$ cat config.mk
export PLATFORM = sky130hd
export DESIGN_NAME = axi_sync_fifo_param_flat
export DESIGN_NICKNAME = d
export VERILOG_FILES = /design/src/rtl/axi_sync_fifo_param_if.sv /design/src/rtl/axi_sync_fifo_param.sv /design/src/flat_wrapper.sv
export SDC_FILE = /design/constraint.sdc
export NUM_CORES = 1
export LEC_CHECK = 0
export ABC_AREA = 1
export CORE_MARGIN = 1.5
export CORE_UTILIZATION = 28
export CTS_CLUSTER_DIAMETER = 60
export CTS_CLUSTER_SIZE = 10
export DETAILED_ROUTE_END_ITERATION = 7
export GPL_TIMING_DRIVEN = 0
export SYNTH_ARGS = -nofsm -noshare
export SYNTH_HDL_FRONTEND = slang
export SYNTH_SLANG_ARGS = --single-unit
$ cat constraint.sdc
create_clock -name ACLK -period 5.1 [get_ports ACLK]
set_input_delay 0.51 -clock ACLK [delete_from_list [all_inputs] [get_ports ACLK]]
set_output_delay 0.51 -clock ACLK [all_outputs]
set_load 0.02 [all_outputs]
$ cat src/rtl/axi_sync_fifo_param_if.sv
// rtl/axi_sync_fifo_param_if.sv - control, data and status bundle for the parametrised sync FIFO
interface axi_sync_fifo_param_if #(
    parameter int DATA_W = 32,
    parameter int ADDR_W = 2
);
    logic              flush;
    logic              wpush;
    logic [DATA_W-1:0] wdata;
    logic              rpop;
    logic              err_clr;
    logic [DATA_W-1:0] rdata;
    logic              rvalid;
    logic              full;
    logic              empty;
    logic              almost_full;
    logic              almost_empty;
    logic [ADDR_W:0]   count;
    logic              overflow;
    logic              underflow;

    modport master (
        output flush, wpush, wdata, rpop, err_clr,
        input  rdata, rvalid, full, empty, almost_full, almost_empty, count, overflow, underflow
    );

    modport slave (
        input  flush, wpush, wdata, rpop, err_clr,
        output rdata, rvalid, full, empty, almost_full, almost_empty, count, overflow, underflow
    );
endinterface

$ cat src/rtl/axi_sync_fifo_param.sv
// rtl/axi_sync_fifo_param.sv - single-clock FIFO with FWFT/registered read, almost flags and sticky errors
module axi_sync_fifo_param #(
    parameter int DATA_W   = 32,
    parameter int ADDR_W   = 2,
    parameter int FWFT     = 1,
    parameter int AF_LEVEL = (1 << ADDR_W) - 1,
    parameter int AE_LEVEL = 1
) (
    input logic                  ACLK,
    input logic                  ARESETn,
    axi_sync_fifo_param_if.slave bus
);
    localparam int             DEPTH = 1 << ADDR_W;
    localparam logic [ADDR_W:0] ONE   = (ADDR_W+1)'(1);
    localparam logic [ADDR_W:0] AF_TH = (ADDR_W+1)'(AF_LEVEL);
    localparam logic [ADDR_W:0] AE_TH = (ADDR_W+1)'(AE_LEVEL);

    logic [DATA_W-1:0] mem [DEPTH];
    logic [ADDR_W:0]   wptr;
    logic [ADDR_W:0]   rptr;
    logic [ADDR_W:0]   cnt;
    logic              empty_i;
    logic              full_i;
    logic              push_ok;
    logic              pop_ok;
    logic              overflow_q;
    logic              underflow_q;

    // Flags come only from registered pointers, so push/pop never reach them combinationally.
    assign empty_i = (wptr == rptr);
    assign full_i  = (wptr[ADDR_W-1:0] == rptr[ADDR_W-1:0]) && (wptr[ADDR_W] != rptr[ADDR_W]);
    assign push_ok = bus.wpush && !full_i && !bus.flush;
    assign pop_ok  = bus.rpop && !empty_i && !bus.flush;

    always_ff @(posedge ACLK or negedge ARESETn) begin
        if (!ARESETn) begin
            wptr <= '0;
            rptr <= '0;
            cnt  <= '0;
        end else if (bus.flush) begin
            wptr <= '0;
            rptr <= '0;
            cnt  <= '0;
        end else begin
            if (push_ok) wptr <= wptr + ONE;
            if (pop_ok)  rptr <= rptr + ONE;
            case ({push_ok, pop_ok})
                2'b10:   cnt <= cnt + ONE;
                2'b01:   cnt <= cnt - ONE;
                default: cnt <= cnt;
            endcase
        end
    end

    // A new error event beats a same-cycle clear; flush suppresses error detection.
    always_ff @(posedge ACLK or negedge ARESETn) begin
        if (!ARESETn) begin
            overflow_q  <= 1'b0;
            underflow_q <= 1'b0;
        end else begin
            if (bus.wpush && full_i && !bus.flush) overflow_q <= 1'b1;
            else if (bus.err_clr)                  overflow_q <= 1'b0;
            if (bus.rpop && empty_i && !bus.flush) underflow_q <= 1'b1;
            else if (bus.err_clr)                  underflow_q <= 1'b0;
        end
    end

    always_ff @(posedge ACLK) begin
        if (push_ok) mem[wptr[ADDR_W-1:0]] <= bus.wdata;
    end

    generate
        if (FWFT != 0) begin : g_fwft
            assign bus.rdata  = mem[rptr[ADDR_W-1:0]];
            assign bus.rvalid = !empty_i;
        end else begin : g_reg
            logic [DATA_W-1:0] rdata_q;
            logic              rvalid_q;

            always_ff @(posedge ACLK or negedge ARESETn) begin
                if (!ARESETn) begin
                    rdata_q  <= '0;
                    rvalid_q <= 1'b0;
                end else begin
                    rvalid_q <= pop_ok;
                    if (pop_ok) rdata_q <= mem[rptr[ADDR_W-1:0]];
                end
            end

            assign bus.rdata  = rdata_q;
            assign bus.rvalid = rvalid_q;
        end
    endgenerate

    assign bus.count        = cnt;
    assign bus.empty        = empty_i;
    assign bus.full         = full_i;
    assign bus.almost_full  = (cnt >= AF_TH);
    assign bus.almost_empty = (cnt <= AE_TH);
    assign bus.overflow     = overflow_q;
    assign bus.underflow    = underflow_q;
endmodule

$ cat src/flat_wrapper.sv
// flat-port wrapper written by rule: the top's interface ports become plain ports
module axi_sync_fifo_param_flat 
#(
    parameter int DATA_W   = 32,
    parameter int ADDR_W   = 2,
    parameter int FWFT     = 1,
    parameter int AF_LEVEL = (1 << ADDR_W) - 1,
    parameter int AE_LEVEL = 1
)
  (ACLK, ARESETn, bus_flush, bus_wpush, bus_wdata, bus_rpop, bus_err_clr, bus_rdata, bus_rvalid, bus_full, bus_empty, bus_almost_full, bus_almost_empty, bus_count, bus_overflow, bus_underflow);
  axi_sync_fifo_param_if #(.DATA_W(DATA_W), .ADDR_W(ADDR_W)) bus_i ();
  input logic ACLK;
  input logic ARESETn;
  input wire logic [$bits(bus_i.flush)-1:0] bus_flush;
  input wire logic [$bits(bus_i.wpush)-1:0] bus_wpush;
  input wire logic [$bits(bus_i.wdata)-1:0] bus_wdata;
  input wire logic [$bits(bus_i.rpop)-1:0] bus_rpop;
  input wire logic [$bits(bus_i.err_clr)-1:0] bus_err_clr;
  output wire logic [$bits(bus_i.rdata)-1:0] bus_rdata;
  output wire logic [$bits(bus_i.rvalid)-1:0] bus_rvalid;
  output wire logic [$bits(bus_i.full)-1:0] bus_full;
  output wire logic [$bits(bus_i.empty)-1:0] bus_empty;
  output wire logic [$bits(bus_i.almost_full)-1:0] bus_almost_full;
  output wire logic [$bits(bus_i.almost_empty)-1:0] bus_almost_empty;
  output wire logic [$bits(bus_i.count)-1:0] bus_count;
  output wire logic [$bits(bus_i.overflow)-1:0] bus_overflow;
  output wire logic [$bits(bus_i.underflow)-1:0] bus_underflow;
  assign bus_i.flush = bus_flush;
  assign bus_i.wpush = bus_wpush;
  assign bus_i.wdata = bus_wdata;
  assign bus_i.rpop = bus_rpop;
  assign bus_i.err_clr = bus_err_clr;
  assign bus_rdata = bus_i.rdata;
  assign bus_rvalid = bus_i.rvalid;
  assign bus_full = bus_i.full;
  assign bus_empty = bus_i.empty;
  assign bus_almost_full = bus_i.almost_full;
  assign bus_almost_empty = bus_i.almost_empty;
  assign bus_count = bus_i.count;
  assign bus_overflow = bus_i.overflow;
  assign bus_underflow = bus_i.underflow;
  axi_sync_fifo_param #(.DATA_W(DATA_W), .ADDR_W(ADDR_W), .FWFT(FWFT), .AF_LEVEL(AF_LEVEL), .AE_LEVEL(AE_LEVEL)) u_core (.ACLK(ACLK), .ARESETn(ARESETn), .bus(bus_i));
endmodule
==> impl_metrics.csv <==
group,metric,value,unit
run_status,outcome,"complete, no violations",
grt,antenna_found_initial,1,
yosys,yosysWarnings,0,
clock_tree,htree_levels,4,
route,avgRoutedWirePerCell,16.9,um
final_layout,num-fill-cells,1893,
route,dr.first_iter.drc_count,169,
sta,fin_setup_tns,0,ns
setup_path,critical_path.cell_chain,"inv_2 > buf_2 > clkbuf_1 > nor2_1 > o22ai_1 > clkdlybuf4s50_1",
die,io_pins,80,
clock_tree,clock_sinks,139,
route,route.detailed.drc,0,
grt,grt_pass1_wl,20400,um
route,drt_wl_total,13500,um
final_layout,multi_input_area,0.00125,mm2
grt,grt-ovfl-total,0,
setup_path,startpoint_type,"flip-flop",
placed_design,dpl_cell_area,0.00678,mm2
yosys,synth_common_cells,"edfxtp_1 (128), o21ai_0 (73), nor2_1 (72)",
setup_path,timing_worst_setup_path_type,"flip-flop to primary output",
setup_path,crit_family,"buffers and inverters",
yosys,syn_inst,419,
clock_tree,clk_latency,0.41,ns
sta,post-route-period-util,63.6,%
route,viasPerCell,4.60,
yosys,yosysTopAreaCell,"edfxtp_1",
clock_tree,root_buffer,"clkbuf_16",
yosys,syn_area_per_cell,13.2,um2
clock_tree,cts_buffer_depth,2,
min_path,worstHoldPathType,"input pin to async pin",
final_layout,drive_above_1_share,10.3,%
yosys,yosysMostFrequentCell,"edfxtp_1",
yosys,syn-num-nets,466,
yosys,synth_edf_count,128,
setup_path,endpoint_kind,"primary output",
placed_design,gp_congestion,0.760,
yosys,yosysUniqueCellTypes,20,
setup_path,crit_path_start,"u_core.rptr[0]",
yosys,syn_area,0.00552,mm2
clock_tree,numCtsBuffers,17,
setup_path,critPathMaxFanout,10,
die,start_util,28.4,%
sta,skew,0.00559,ns
setup_path,reg2reg_from,"u_core.rptr[1]",
die,num_rows,51,
sta,finalMaxSlewViolations,0,
final_layout,fin_nets,568,
die,core-area,0.0194,mm2
setup_path,max_stage_delay,0.66,ns
yosys,ys_ff_latch,139,
sta,setup_violations,0,
power,seqPwrFrac,42.7,%
yosys,synthArstFlopShare,7.91,%
yosys,synth.area.top_cells,"edfxtp_1 (70%), o21ai_0 (6.6%), dfrtp_1 (5.0%)",
setup_path,cp.required,4.59,ns
clock_tree,clk_pin_slew,0.06,ns
placed_design,portBuffers,79,
yosys,ys.flop_type,"edfxtp_1",
route,dr.pass1.iters,4,
sta,rsz0062_at_grt,"no",
grt,grt_use_total,13.8,%
setup_path,arrival,2.73,ns
grt,grt_max_degree,19,
power,clkPwrFrac,37.8,%
flow_run,cap_violations,0,
sta,worst_slew_pin_slew,0.690,ns
clock_tree,ctsHoldBuffers,0,
setup_path,reg2reg_depth,7,
final_layout,stdcell_area,0.00733,mm2
setup_path,cp_num_buf_inv,4,
power,power_frac_comb,19.5,%
route,ant_nets,0,
clock_tree,postCtsSetupBuffers,0,
route,vias,3669,
power,p_leak,2.54,nW
final_layout,n_antenna_cell,0,
sta,max_freq,0.308,GHz
sta,hold_violations,0,
power,power,3.04,mW
power,switchingPower,816,uW
power,ir_worst_vdd,0.000252,V
grt,grt_pass1_vias,3838,
clock_tree,cts.repair.resized,0,
die,die_h,143,um
placed_design,dp_hpwl,8790,um
setup_path,r2r-end,"u_core.mem[3][18]",
final_layout,area_growth,32.9,%
setup_path,cp_slowest_cell,"clkdlybuf4s50_1",
sta,finalCriticalPeriod,3.24,ns
setup_path,r2r_slack,2.94,ns
yosys,ys_seq_area_share,74.6,%
yosys,yosys.area.top_type_share,69.7,%
die,die_w,143,um
power,powerDensity,415,mW/mm2
final_layout,regArea,0.00412,mm2
die,die_area,0.0206,mm2
sta,max_slew_margin,53.9,%
clock_tree,cts_tree,"yes",
power,p_int,2.23,mW
power,switching_share,26.8,%
==> worst register-to-register path, cell delays in order (launching register included) <==
cell and delay, ns:
dfrtp_1 0.50, inv_2 0.15, nand2_4 0.09, nand2_4 0.07
nand3_4 0.09, nand3_1 0.15, nor2_4 0.57, buf_16 0.24
==> cell families after synthesis <==
group                    Yosys count  synth area share (%)
flip-flops                       139                  74.6
AND/OR/NAND/NOR                  113                  9.05
XOR/XNOR                           1                 0.159
AO/OA/AOI/OAI                    112                  11.0
buffers and inverters             45                  3.15
adder cells (fa/ha/maj)            9                  2.04
==> power by group through the flow <==
stage	Clock, mW	Sequential (mW)	Combinational (mW)
finish	1.15	1.30	0.593
detailed placement	0	1.32	0.601
CTS	1.17	1.30	0.605
global placement	0	1.32	0.582
floorplan	0	1.33	0.296
global route	1.22	1.30	0.645
==> final cells by class <==
type | instances | area share (%)
Timing Repair Buffer | 83 | 12.3
Inverter | 25 | 1.31
Clock buffer | 17 | 5.80
Sequential cell | 139 | 56.2
Multi-Input combinational cell | 235 | 17.1
Tap cell | 265 | 4.52
Clock inverter | 13 | 1.76
Buffer | 20 | 1.06
==> stage by stage <==
step | hold slack [ns] | setup WS (ns) | util [%] | cells
6_report | 0.460 | 1.86 | 37.8 | 797
5_1_grt | 0.489 | 1.70 | 37.8 | 797
4_1_cts | 0.459 | 1.82 | 37.8 | 797
3_5_place_dp | 0.525 | 2.30 | 35.0 | 767
3_3_place_gp | 0.514 | 0.662 | 34.2 | 763
2_1_floorplan | 0.214 | 2.44 | - | 419
==> layout by cell type, fill, tap and decap left out <==
cell type	count
a21oi_1	3
a21oi_2	1
buf_16	4
buf_2	2
bufinv_16	2
clkbuf_1	18
clkbuf_16	17
clkdlybuf4s50_1	79
clkinv_2	6
clkinvlp_4	4
dfrtp_1	11
edfxtp_1	128
ha_1	9
inv_1	20
inv_2	4
inv_4	1
inv_6	1
nand2_1	28
nand2_2	2
nand2_4	5
nand3_1	4
nand3_4	2
nor2_1	68
nor2_4	4
o21ai_0	73
o21ai_1	3
o22ai_1	32
xnor2_1	1
==> sequential cells by signal (all words and copies together), names as in the netlist <==
signal                count
u_core.bus.overflow       1
u_core.rptr               3
u_core.mem              128
u_core.wptr               3
u_core.bus.underflow      1
u_core.bus.count          3
==> routing by layer <==
layer	track usage (%)	vias to the layer above	wire, um
met5	0	-	13
met4	5.48	2	208
met3	4.23	16	743
met2	23.6	100	6720
met1	16.1	1830	5800
li1	-	1721	-
==> worst max-delay path by stage <==
stage	slack (ns)	endpoint	depth (start not counted)
2_1_floorplan	2.44	u_core.mem[3][0]	6
3_3_place_gp	0.66	u_core.mem[0][15]	4
3_5_place_dp	2.30	bus_rdata[6]	6
4_1_cts	1.82	bus_rdata[6]	6
5_1_grt	1.70	bus_rdata[6]	6
6_report	1.86	bus_rdata[6]	6
Note: power is estimated with default switching activity, not from simulation.
